--- config.mk ---
export PLATFORM = sky130hd
export DESIGN_NAME = coin_spawn_ctrl
export DESIGN_NICKNAME = d
export VERILOG_FILES = /design/src/rtl/coin_spawn_ctrl_pkg.sv /design/src/rtl/coin_spawn_ctrl_lfsr16.sv /design/src/rtl/coin_spawn_ctrl.sv
export SDC_FILE = /design/constraint.sdc
export NUM_CORES = 1
export LEC_CHECK = 0
export CORE_MARGIN = 3
export CORE_UTILIZATION = 40
export CTS_CLUSTER_SIZE = 10
export DETAILED_ROUTE_END_ITERATION = 7
export GPL_TIMING_DRIVEN = 0
export PLACE_DENSITY_LB_ADDON = 0.08
export SYNTH_ARGS = -nofsm -noshare
export SYNTH_HDL_FRONTEND = slang
export SYNTH_SLANG_ARGS = --single-unit
--- constraint.sdc ---
create_clock -name clk -period 2.8 [get_ports clk]
set_input_delay 0.42 -clock clk [delete_from_list [all_inputs] [get_ports clk]]
set_output_delay 0.42 -clock clk [all_outputs]
set_load 0.02 [all_outputs]
--- src/rtl/coin_spawn_ctrl_pkg.sv ---
// coin_spawn_ctrl_pkg: shared state encoding, grid defaults and tile widths for the coin controller.
// Latency: n/a (types and constants only).
// Backpressure: n/a.
package coin_spawn_ctrl_pkg;

  typedef enum logic [1:0] {
    ST_IDLE     = 2'd0,
    ST_SPAWN    = 2'd1,
    ST_ACTIVE   = 2'd2,
    ST_COOLDOWN = 2'd3
  } coin_state_t;

  localparam int GRID_X_DEF = 20;
  localparam int GRID_Y_DEF = 15;
  localparam int TX_W       = 5;
  localparam int TY_W       = 4;

  localparam logic [15:0] LFSR_TAPS = 16'hB400;

  // Width needed to hold 0..max_val; a zero parameter still gets one bit.
  function automatic int cnt_width(input int max_val);
    return $clog2(((max_val > 1) ? max_val : 1) + 1);
  endfunction

endpackage

--- src/rtl/coin_spawn_ctrl_lfsr16.sv ---
// coin_lfsr16: free-running 16-bit Galois LFSR used as the coin position source.
// Latency: advances once per clk; q is the registered state.
// Backpressure: none; it never stalls.
module coin_lfsr16
  import coin_spawn_ctrl_pkg::*;
#(
  parameter logic [15:0] SEED = 16'hACE1
) (
  input  logic        clk,
  input  logic        rst,
  output logic [15:0] q
);

  // Shift right and fold the tap mask in whenever a one falls out of bit 0.
  always_ff @(posedge clk or negedge rst) begin
    if (!rst) begin
      q <= SEED;
    end else begin
      q <= {1'b0, q[15:1]} ^ (q[0] ? LFSR_TAPS : 16'h0000);
    end
  end

endmodule

--- src/rtl/coin_spawn_ctrl.sv ---
// coin_spawn_ctrl: places the coin on a random free tile, ages it per frame, handles collection and score.
// Latency: outputs registered; spawn takes 1..MAX_TRIES cycles, collect/expire appear one cycle after sampling.
// Backpressure: none; enable/frame_tick/reach_coin are sampled every cycle and never stalled.
module coin_spawn_ctrl
  import coin_spawn_ctrl_pkg::*;
#(
  parameter int          GRID_X          = GRID_X_DEF,
  parameter int          GRID_Y          = GRID_Y_DEF,
  parameter int          LIFETIME_FRAMES = 300,
  parameter int          RESPAWN_FRAMES  = 30,
  parameter int          MAX_TRIES       = 8,
  parameter logic [15:0] SEED            = 16'hACE1
) (
  input  logic            clk,
  input  logic            rst,
  input  logic            enable,
  input  logic            frame_tick,
  input  logic            reach_coin,
  input  logic            clear_score,
  input  logic [TX_W-1:0] player_tx,
  input  logic [TY_W-1:0] player_ty,
  output logic [TX_W-1:0] coin_tx,
  output logic [TY_W-1:0] coin_ty,
  output logic            coin_on,
  output logic            collect_pulse,
  output logic            expire_pulse,
  output logic [7:0]      score
);

  localparam int LIFE_W = cnt_width(LIFETIME_FRAMES);
  localparam int COOL_W = cnt_width(RESPAWN_FRAMES);
  localparam int TRY_W  = cnt_width(MAX_TRIES);

  localparam logic [LIFE_W-1:0] LIFE_INIT = LIFE_W'(LIFETIME_FRAMES);
  localparam logic [COOL_W-1:0] COOL_INIT = COOL_W'(RESPAWN_FRAMES);
  localparam logic [TRY_W-1:0]  TRY_LAST  = TRY_W'((MAX_TRIES > 0) ? MAX_TRIES - 1 : 0);
  localparam logic [5:0]        GRID_X_L  = 6'(GRID_X);
  localparam logic [4:0]        GRID_Y_L  = 5'(GRID_Y);
  localparam logic [5:0]        HALF_X    = 6'(GRID_X / 2);
  localparam bit                LIFE_EN   = (LIFETIME_FRAMES != 0);

  coin_state_t       state, state_n;
  logic [15:0]       lfsr_q;
  logic [6:0]        lfsr_unused;
  logic [TX_W-1:0]   cand_x, fb_x;
  logic [TY_W-1:0]   cand_y;
  logic              cand_ok;
  logic [5:0]        fb_sum;
  logic [LIFE_W-1:0] life, life_n;
  logic [COOL_W-1:0] cool, cool_n;
  logic [TRY_W-1:0]  tries, tries_n;
  logic [TX_W-1:0]   coin_tx_n;
  logic [TY_W-1:0]   coin_ty_n;
  logic              coin_on_n, collect_n, expire_n;
  logic [7:0]        score_n;

  coin_lfsr16 #(
    .SEED (SEED)
  ) u_lfsr (
    .clk (clk),
    .rst (rst),
    .q   (lfsr_q)
  );

  // Only the low nine LFSR bits feed the candidate tile.
  assign lfsr_unused = lfsr_q[15:9];
  assign cand_x      = lfsr_q[4:0];
  assign cand_y      = lfsr_q[8:5];

  assign cand_ok = ({1'b0, cand_x} < GRID_X_L) &&
                   ({1'b0, cand_y} < GRID_Y_L) &&
                   !((cand_x == player_tx) && (cand_y == player_ty));

  // Fallback sits half a screen across from the player on the same row.
  assign fb_sum = {1'b0, player_tx} + HALF_X;
  assign fb_x   = TX_W'(fb_sum % GRID_X_L);

  // Next-state and next-output decode; enable low overrides every state.
  always_comb begin
    state_n   = state;
    coin_tx_n = coin_tx;
    coin_ty_n = coin_ty;
    coin_on_n = coin_on;
    collect_n = 1'b0;
    expire_n  = 1'b0;
    life_n    = life;
    cool_n    = cool;
    tries_n   = tries;
    if (!enable) begin
      state_n   = ST_IDLE;
      coin_on_n = 1'b0;
    end else begin
      case (state)
        ST_IDLE: begin
          state_n = ST_SPAWN;
          tries_n = '0;
        end
        ST_SPAWN: begin
          if (cand_ok) begin
            coin_tx_n = cand_x;
            coin_ty_n = cand_y;
            coin_on_n = 1'b1;
            life_n    = LIFE_INIT;
            state_n   = ST_ACTIVE;
          end else begin
            tries_n = tries + TRY_W'(1);
            if (tries == TRY_LAST) begin
              coin_tx_n = fb_x;
              coin_ty_n = player_ty;
              coin_on_n = 1'b1;
              life_n    = LIFE_INIT;
              state_n   = ST_ACTIVE;
            end
          end
        end
        ST_ACTIVE: begin
          // Collection is checked first so it wins over a coincident final tick.
          if (reach_coin) begin
            coin_on_n = 1'b0;
            collect_n = 1'b1;
            cool_n    = COOL_INIT;
            state_n   = ST_COOLDOWN;
          end else if (frame_tick && LIFE_EN && (life != '0)) begin
            life_n = life - LIFE_W'(1);
            if (life == LIFE_W'(1)) begin
              coin_on_n = 1'b0;
              expire_n  = 1'b1;
              cool_n    = COOL_INIT;
              state_n   = ST_COOLDOWN;
            end
          end
        end
        ST_COOLDOWN: begin
          if (cool == '0) begin
            state_n = ST_SPAWN;
            tries_n = '0;
          end else if (frame_tick) begin
            cool_n = cool - COOL_W'(1);
            if (cool == COOL_W'(1)) begin
              state_n = ST_SPAWN;
              tries_n = '0;
            end
          end
        end
        default: begin
          state_n = ST_IDLE;
        end
      endcase
    end
  end

  // Score: clear beats increment; increment saturates at 255.
  always_comb begin
    score_n = score;
    if (clear_score) begin
      score_n = 8'd0;
    end else if (collect_n && (score != 8'hFF)) begin
      score_n = score + 8'd1;
    end
  end

  // State register.
  always_ff @(posedge clk or negedge rst) begin
    if (!rst) begin
      state <= ST_IDLE;
    end else begin
      state <= state_n;
    end
  end

  // Registered coin position, counters, pulses and score.
  always_ff @(posedge clk or negedge rst) begin
    if (!rst) begin
      coin_tx       <= '0;
      coin_ty       <= '0;
      coin_on       <= 1'b0;
      collect_pulse <= 1'b0;
      expire_pulse  <= 1'b0;
      score         <= 8'd0;
      life          <= '0;
      cool          <= '0;
      tries         <= '0;
    end else begin
      coin_tx       <= coin_tx_n;
      coin_ty       <= coin_ty_n;
      coin_on       <= coin_on_n;
      collect_pulse <= collect_n;
      expire_pulse  <= expire_n;
      score         <= score_n;
      life          <= life_n;
      cool          <= cool_n;
      tries         <= tries_n;
    end
  end

endmodule

Word level (Yosys, flattened, before mapping)
Index checks and enable logic that the tools add are counted.
{"block": "classes", "order_cmp": 2, "n_mux": 48, "n_reduce_logical": 20, "n_eq_ne": 25, "n_addsub": 5, "bitwise": 1, "div_mod_pow": 1}
{"operator": "9-bit two-way mux", "n": 4}
{"operator": "5-bit two-way mux", "n": 7}
{"operator": "4-bit two-way mux", "n": 6}
{"operator": "4-bit != test (second input constant)", "n": 5}
{"operator": "2-bit two-way mux", "n": 9}
{"operator": "9-bit case mux with 2 select lines", "n": 1}
{"operator": "16-bit two-way mux", "n": 1}
{"operator": "8-bit two-way mux", "n": 2}
{"operator": "15-bit by 16-bit bitwise XOR with 16-bit output", "n": 1}
{"operator": "3-bit != test (second input constant)", "n": 5}
{"operator": "5-bit AND reduction", "n": 3}
{"operator": "1-bit two-way mux", "n": 14}
{"operator": "4-bit case mux with 3 select lines", "n": 1}
{"operator": "2-bit != test (second input constant)", "n": 5}
{"operator": "5-bit case mux with 2 select lines", "n": 1}
{"operator": "9-bit by 1-bit == test with 1-bit output (second input constant)", "n": 1}
{"operator": "9-bit nonzero test", "n": 1}
{"operator": "9-bit by 1-bit subtractor with 9-bit output (second input constant)", "n": 1}
{"operator": "8-bit by 1-bit adder with 8-bit output (second input constant)", "n": 1}
{"operator": "8-bit != test (second input constant)", "n": 1}
{"operator": "2-bit case mux with 4 select lines", "n": 1}
{"operator": "2-bit nonzero test", "n": 4}
{"operator": "5-bit by 4-bit adder with 6-bit output (second input constant)", "n": 1}
{"operator": "6-bit by 5-bit modulo with 6-bit output (second input constant)", "n": 1}
{"operator": "other kinds (20)", "n": 25}
{"block": "totals", "register_bits": 56, "output_inout_bits": 20}

Longest topological paths before layout
{"block": "depth", "ltp_word": 7, "mapped_depth": 10, "depth_no_buf": 9}

By module
From an unflattened synthesis, not the netlist that was laid out.
{"block": "hier_totals", "cells_unflattened": 323, "hier_area_um2": 3185.6}
{"module": "coin_spawn_ctrl", "cells_per_inst": 304, "n_inst": 1, "area_each_um2": 2748.9}
{"module": "coin_lfsr16", "cells_per_inst": 19, "n_inst": 1, "area_each_um2": 436.7}

Least setup slack after synthesis
OpenSTA, ideal clock, no wires.
{"block": "synth_path", "path_kind": "register -> register", "start": "register state[0]", "end": "register life[7]", "path_slack_ns": 0.530, "arrival_time_ns": 2.192, "required_time_ns": 2.722, "n_path_buf": 0, "path_stages_with_launch": 8, "period_less_slack_ns": 2.270, "cell_sequence": "dfrtp_1 -> inv_1 -> ha_1 -> nand2b_1 -> or3_1 -> or4_1 -> or4_1 -> a21oi_1"}
{"block": "synth_between", "elab_chain_len": 3, "elab_cells_between_ends": 8, "cone_classes": "eq/ne (5); mux (1); reduce/logical (2)"}
{"item": "start, declared", "line_no": "coin_spawn_ctrl.sv:42", "source": "coin_state_t state, state_n;"}
{"item": "start signal, assigned", "line_no": "coin_spawn_ctrl.sv:167", "source": "state <= state_n;"}
{"item": "2-bit by 1-bit == test with 1-bit output / 2-bit == test (equally long branches)", "line_no": "coin_spawn_ctrl.sv:93", "source": "case (state)"}
{"item": "3-bit != test (no line) (tied with other cells)"}
{"item": "5-bit AND reduction (no line)"}
{"item": "end signal, assigned", "line_no": "coin_spawn_ctrl.sv:190", "source": "life <= life_n;"}
{"item": "end, declared", "line_no": "coin_spawn_ctrl.sv:49", "source": "logic [LIFE_W-1:0] life, life_n;"}
Parallel ways exist; a longest one is shown, timed or not.
A chain may end at the register's enable or synchronous reset.

Worst setup path after layout
{"block": "layout_path", "start": "input player_tx[1]", "end": "register coin_ty[3]"}
{"block": "layout_between", "elab_chain_len": 6, "elab_cells_between_ends": 7, "cone_classes": "eq/ne (1); mux (1); reduce/logical (5)"}
{"item": "start, declared", "line_no": "coin_spawn_ctrl.sv:20", "source": "input logic [TX_W-1:0] player_tx,"}
{"item": "5-bit == test (*)", "line_no": "coin_spawn_ctrl.sv:72", "source": "!((cand_x == player_tx) && (cand_y == player_ty));"}
{"item": "1-bit logical AND (*)", "line_no": "coin_spawn_ctrl.sv:72"}
{"item": "1-bit logical NOT (*)", "line_no": "coin_spawn_ctrl.sv:72"}
{"item": "1-bit logical AND (*)", "line_no": "coin_spawn_ctrl.sv:71", "source": "({1'b0, cand_y} < GRID_Y_L) &&"}
{"item": "2-bit nonzero test (no line)"}
{"item": "3-bit AND reduction (no line)"}
{"item": "end signal, assigned", "line_no": "coin_spawn_ctrl.sv:185", "source": "coin_ty <= coin_ty_n;"}
{"item": "end, declared", "line_no": "coin_spawn_ctrl.sv:23", "source": "output logic [TY_W-1:0] coin_ty,"}
Mark *: on every way between the ends. The rest lies on a longest branch, timed or not.

==> results.json <==
{
  "hold_viol": 0,
  "outcome": "complete, no violations",
  "drive_above_1_share_pct": 16.76,
  "antennaDiodeCount": 0,
  "place_congestion": 0.8251,
  "cts-root-buf": "clkbuf_8",
  "ant_nets": 0,
  "nFillCells": 700,
  "rows": 31,
  "dpl.hpwl_um": 4835,
  "drt-wirelength-per-cell_um": 15.13,
  "syn_area_per_cell_um2": 10.17,
  "grt_pass1_vias": 2383,
  "fin_cells": 445,
  "synth_xor_area_share_pct": 5.331,
  "leakage_nw": 1.529,
  "grt_max_degree": 31,
  "fmax_ghz": 0.3740,
  "worstMarginPinSlew_ns": 0.8909,
  "cts_hold_buf": 0,
  "synth_compound_area_share_pct": 13.99,
  "critPathMaxFanout": 10,
  "synth_area_um2": 3122,
  "synth-async-reset-ratio_pct": 100.0,
  "synth_mux_area_share_pct": 5.691,
  "drv_cap": 0,
  "dp.cells": 438,
  "die-area_um2": 8900,
  "fin_area_um2": 3699,
  "grt_pass1_wl_um": 11520,
  "synthCells": 307,
  "remaining_drc_errors": 0,
  "cp.required_ns": 3.01,
  "ctsLongestPathBuffers": 2,
  "synth_top_family_by_area": "simple AND/OR/NAND/NOR gates",
  "core_um2": 7408,
  "post_cts_buffers": 0,
  "drv_slew": 0,
  "ys_ff_latch": 56,
  "cts.htree.levels": 2,
  "post-route-period-util_pct": 95.49,
  "clk_latency_ns": 0.31,
  "drt-pass1-iter-count": 4,
  "cts_resized": 2,
  "drt_wl_total_um": 6735,
  "numCtsBuffers": 5,
  "yosys_most_used_dff": "dfrtp_1",
  "cts_sinks": 56,
  "rsz0062_at_grt": "no",
  "seq_area_frac_synth_pct": 45.21,
  "power_density_nw_per_um2": 583.4,
  "period_minus_slack_ns": 2.674,
  "crit_path_start_kind": "primary input",
  "synthSimpleGateAreaFrac_pct": 20.44,
  "grt_usage_pct": 16.08,
  "arrival_ns": 2.88,
  "setup_viol": 0,
  "drt_iter0_drc": 83,
  "io_pins": 35,
  "synth_fp_nets": 336,
  "path_clk_slew_ns": 0.11,
  "ys_types": 54,
  "synth_edf_count": 0,
  "nets": 374,
  "path_class": "primary input to flip-flop",
  "start_util_pct": 42.14,
  "antenna_found_initial": 0,
  "dieHeight_um": 94.34,
  "synthAdderAreaFrac_pct": 5.611,
  "irDropWorstVdd_uv": 209.8,
  "relSlewSlack_pct": 40.60,
  "placed_area_um2": 3571,
  "hold_path_class": "primary input to async pin",
  "yosys_warnings": 0,
  "vias_per_cell": 5.488,
  "routed-via-count": 2442,
  "endpoint_kind": "flip-flop",
  "overflow": 0,
  "total_power_mw": 2.158,
  "cts_tree": "built",
  "port_buffers": 31,
  "die_w_um": 94.34,
  "area_delta_synth_final_pct": 18.48,
  "clock_skew_ns": 0.005504
}
[worst max-delay path: stages]
cell and delay, ns:
clkdlybuf4s50_1 0.55, clkbuf_2 0.23, xnor2_1 0.15, nand4_1 0.23, o31ai_2 0.36, buf_2 0.32, mux2_2 0.37, mux2_2 0.26
[metal layers]
layer / part of all wire [%] / global-route usage, % / routed length [µm] / vias to the layer above
met5: 0 / 0 / 0 / -
met4: 1.4 / 5.054 / 94 / 0
met3: 2.5 / 2.869 / 167 / 8
met2: 45 / 24.23 / 3023 / 40
met1: 51 / 23.49 / 3450 / 1190
li1: - / - / - / 1204
[state kept, by name, summed over array words and instances (netlist names)]
name,count
coin_on,1
coin_tx,5
coin_ty,4
collect_pulse,1
cool,5
expire_pulse,1
life,9
score,8
state,2
tries,4
u_lfsr.q,16
[synthesized netlist by cell type (2+ instances only)]
master	instances	area [µm²]
nand2_1	22	82.58
and4_1	2	17.52
nand4b_1	2	17.52
or2_2	3	18.77
clkbuf_1	7	26.28
dfstp_2	8	210.2
and3_1	6	37.54
o31ai_1	4	30.03
nor2_1	10	37.54
nor2b_1	5	31.28
or3_1	10	62.56
dfrtp_1	48	1201
a221oi_1	2	17.52
nand3b_1	2	15.01
xor2_1	4	35.03
o21a_1	2	15.01
or4b_2	2	20.02
o221a_2	4	45.04
a21oi_1	12	60.06
inv_1	15	56.30
xnor2_1	15	131.4
and2_1	2	12.51
o211ai_1	3	22.52
ha_1	14	175.2
a211oi_1	2	15.01
nand3_1	8	40.04
nor3_1	8	40.04
buf_2	6	30.03
mux2i_1	2	20.02
or4_1	9	67.56
a31oi_1	4	25.02
mux2_2	14	157.7
nor3b_1	2	15.01
nor4_1	3	18.77
nand4_1	7	43.79
nand2b_1	5	31.28
o21ai_0	15	75.07
o41ai_1	2	17.52
[where the power goes]
group	internal, mW	switching [mW]
clock	0.190	0.293
combinational	0.294	0.376
sequential	0.907	0.0978
[layout by cell type, fill, tap and decap left out, drive strengths merged, types with 9 or more instances in the layout]
| master | instances |
|---|---|
| or3 | 11 |
| inv | 18 |
| ha | 14 |
| a21oi | 12 |
| dfrtp | 48 |
| or4 | 9 |
| o21ai | 15 |
| clkbuf | 11 |
| mux2 | 14 |
| clkdlybuf4s50 | 30 |
| buf | 9 |
| xnor2 | 15 |
| nor2 | 10 |
| nand2 | 22 |
[per-stage QoR]
stage	utilization [%]	setup WS [ns]	TNS, ns	hold slack [ns]
after floorplan	-	0.5304	0	0.1244
after global placement	48.00	-0.5699	-33.76	0.3342
after detailed placement	48.20	-0.5129	-7.789	0.3435
after CTS	49.57	0.03334	0	0.1613
after global routing	49.92	0.009769	0	0.1870
final	49.92	0.1264	0	0.1415
[kinds of logic after synthesis]
kind of cell / Yosys count
mux: 16
compound gates: 62
xor+xnor: 19
fa+ha+maj: 14
simple gates: 111
buf+inv: 29
flops: 56
[path summary, 6_finish.rpt]
kind | startpoint | endpoint | slack [ns] | cells after the start
worst min-delay path | rst | expire_pulse | 0.14 | 1
min in group clk | u_lfsr.q[9] | u_lfsr.q[8] | 0.37 | 0
worst min register to register | u_lfsr.q[9] | u_lfsr.q[8] | 0.37 | 0
max in group asynchronous | rst | u_lfsr.q[5] | 2.00 | 2
worst max-delay path | player_tx[1] | coin_ty[3] | 0.13 | 8
worst max register to register | u_lfsr.q[0] | coin_ty[3] | 0.24 | 7
[final cells by class]
type / instances / area [µm²] / area share [%]
clock buffer: 5 / 68.82 / 1.861
timing repair buffer: 32 / 325.3 / 8.796
multi-input combinational: 222 / 1624 / 43.91
sequential: 56 / 1411 / 38.16
clock inverter: 3 / 28.78 / 0.7781
buffer: 13 / 60.06 / 1.624
inverter: 15 / 56.30 / 1.522
tap: 99 / 123.9 / 3.349
No activity file was read; power rests on OpenSTA's default activity.
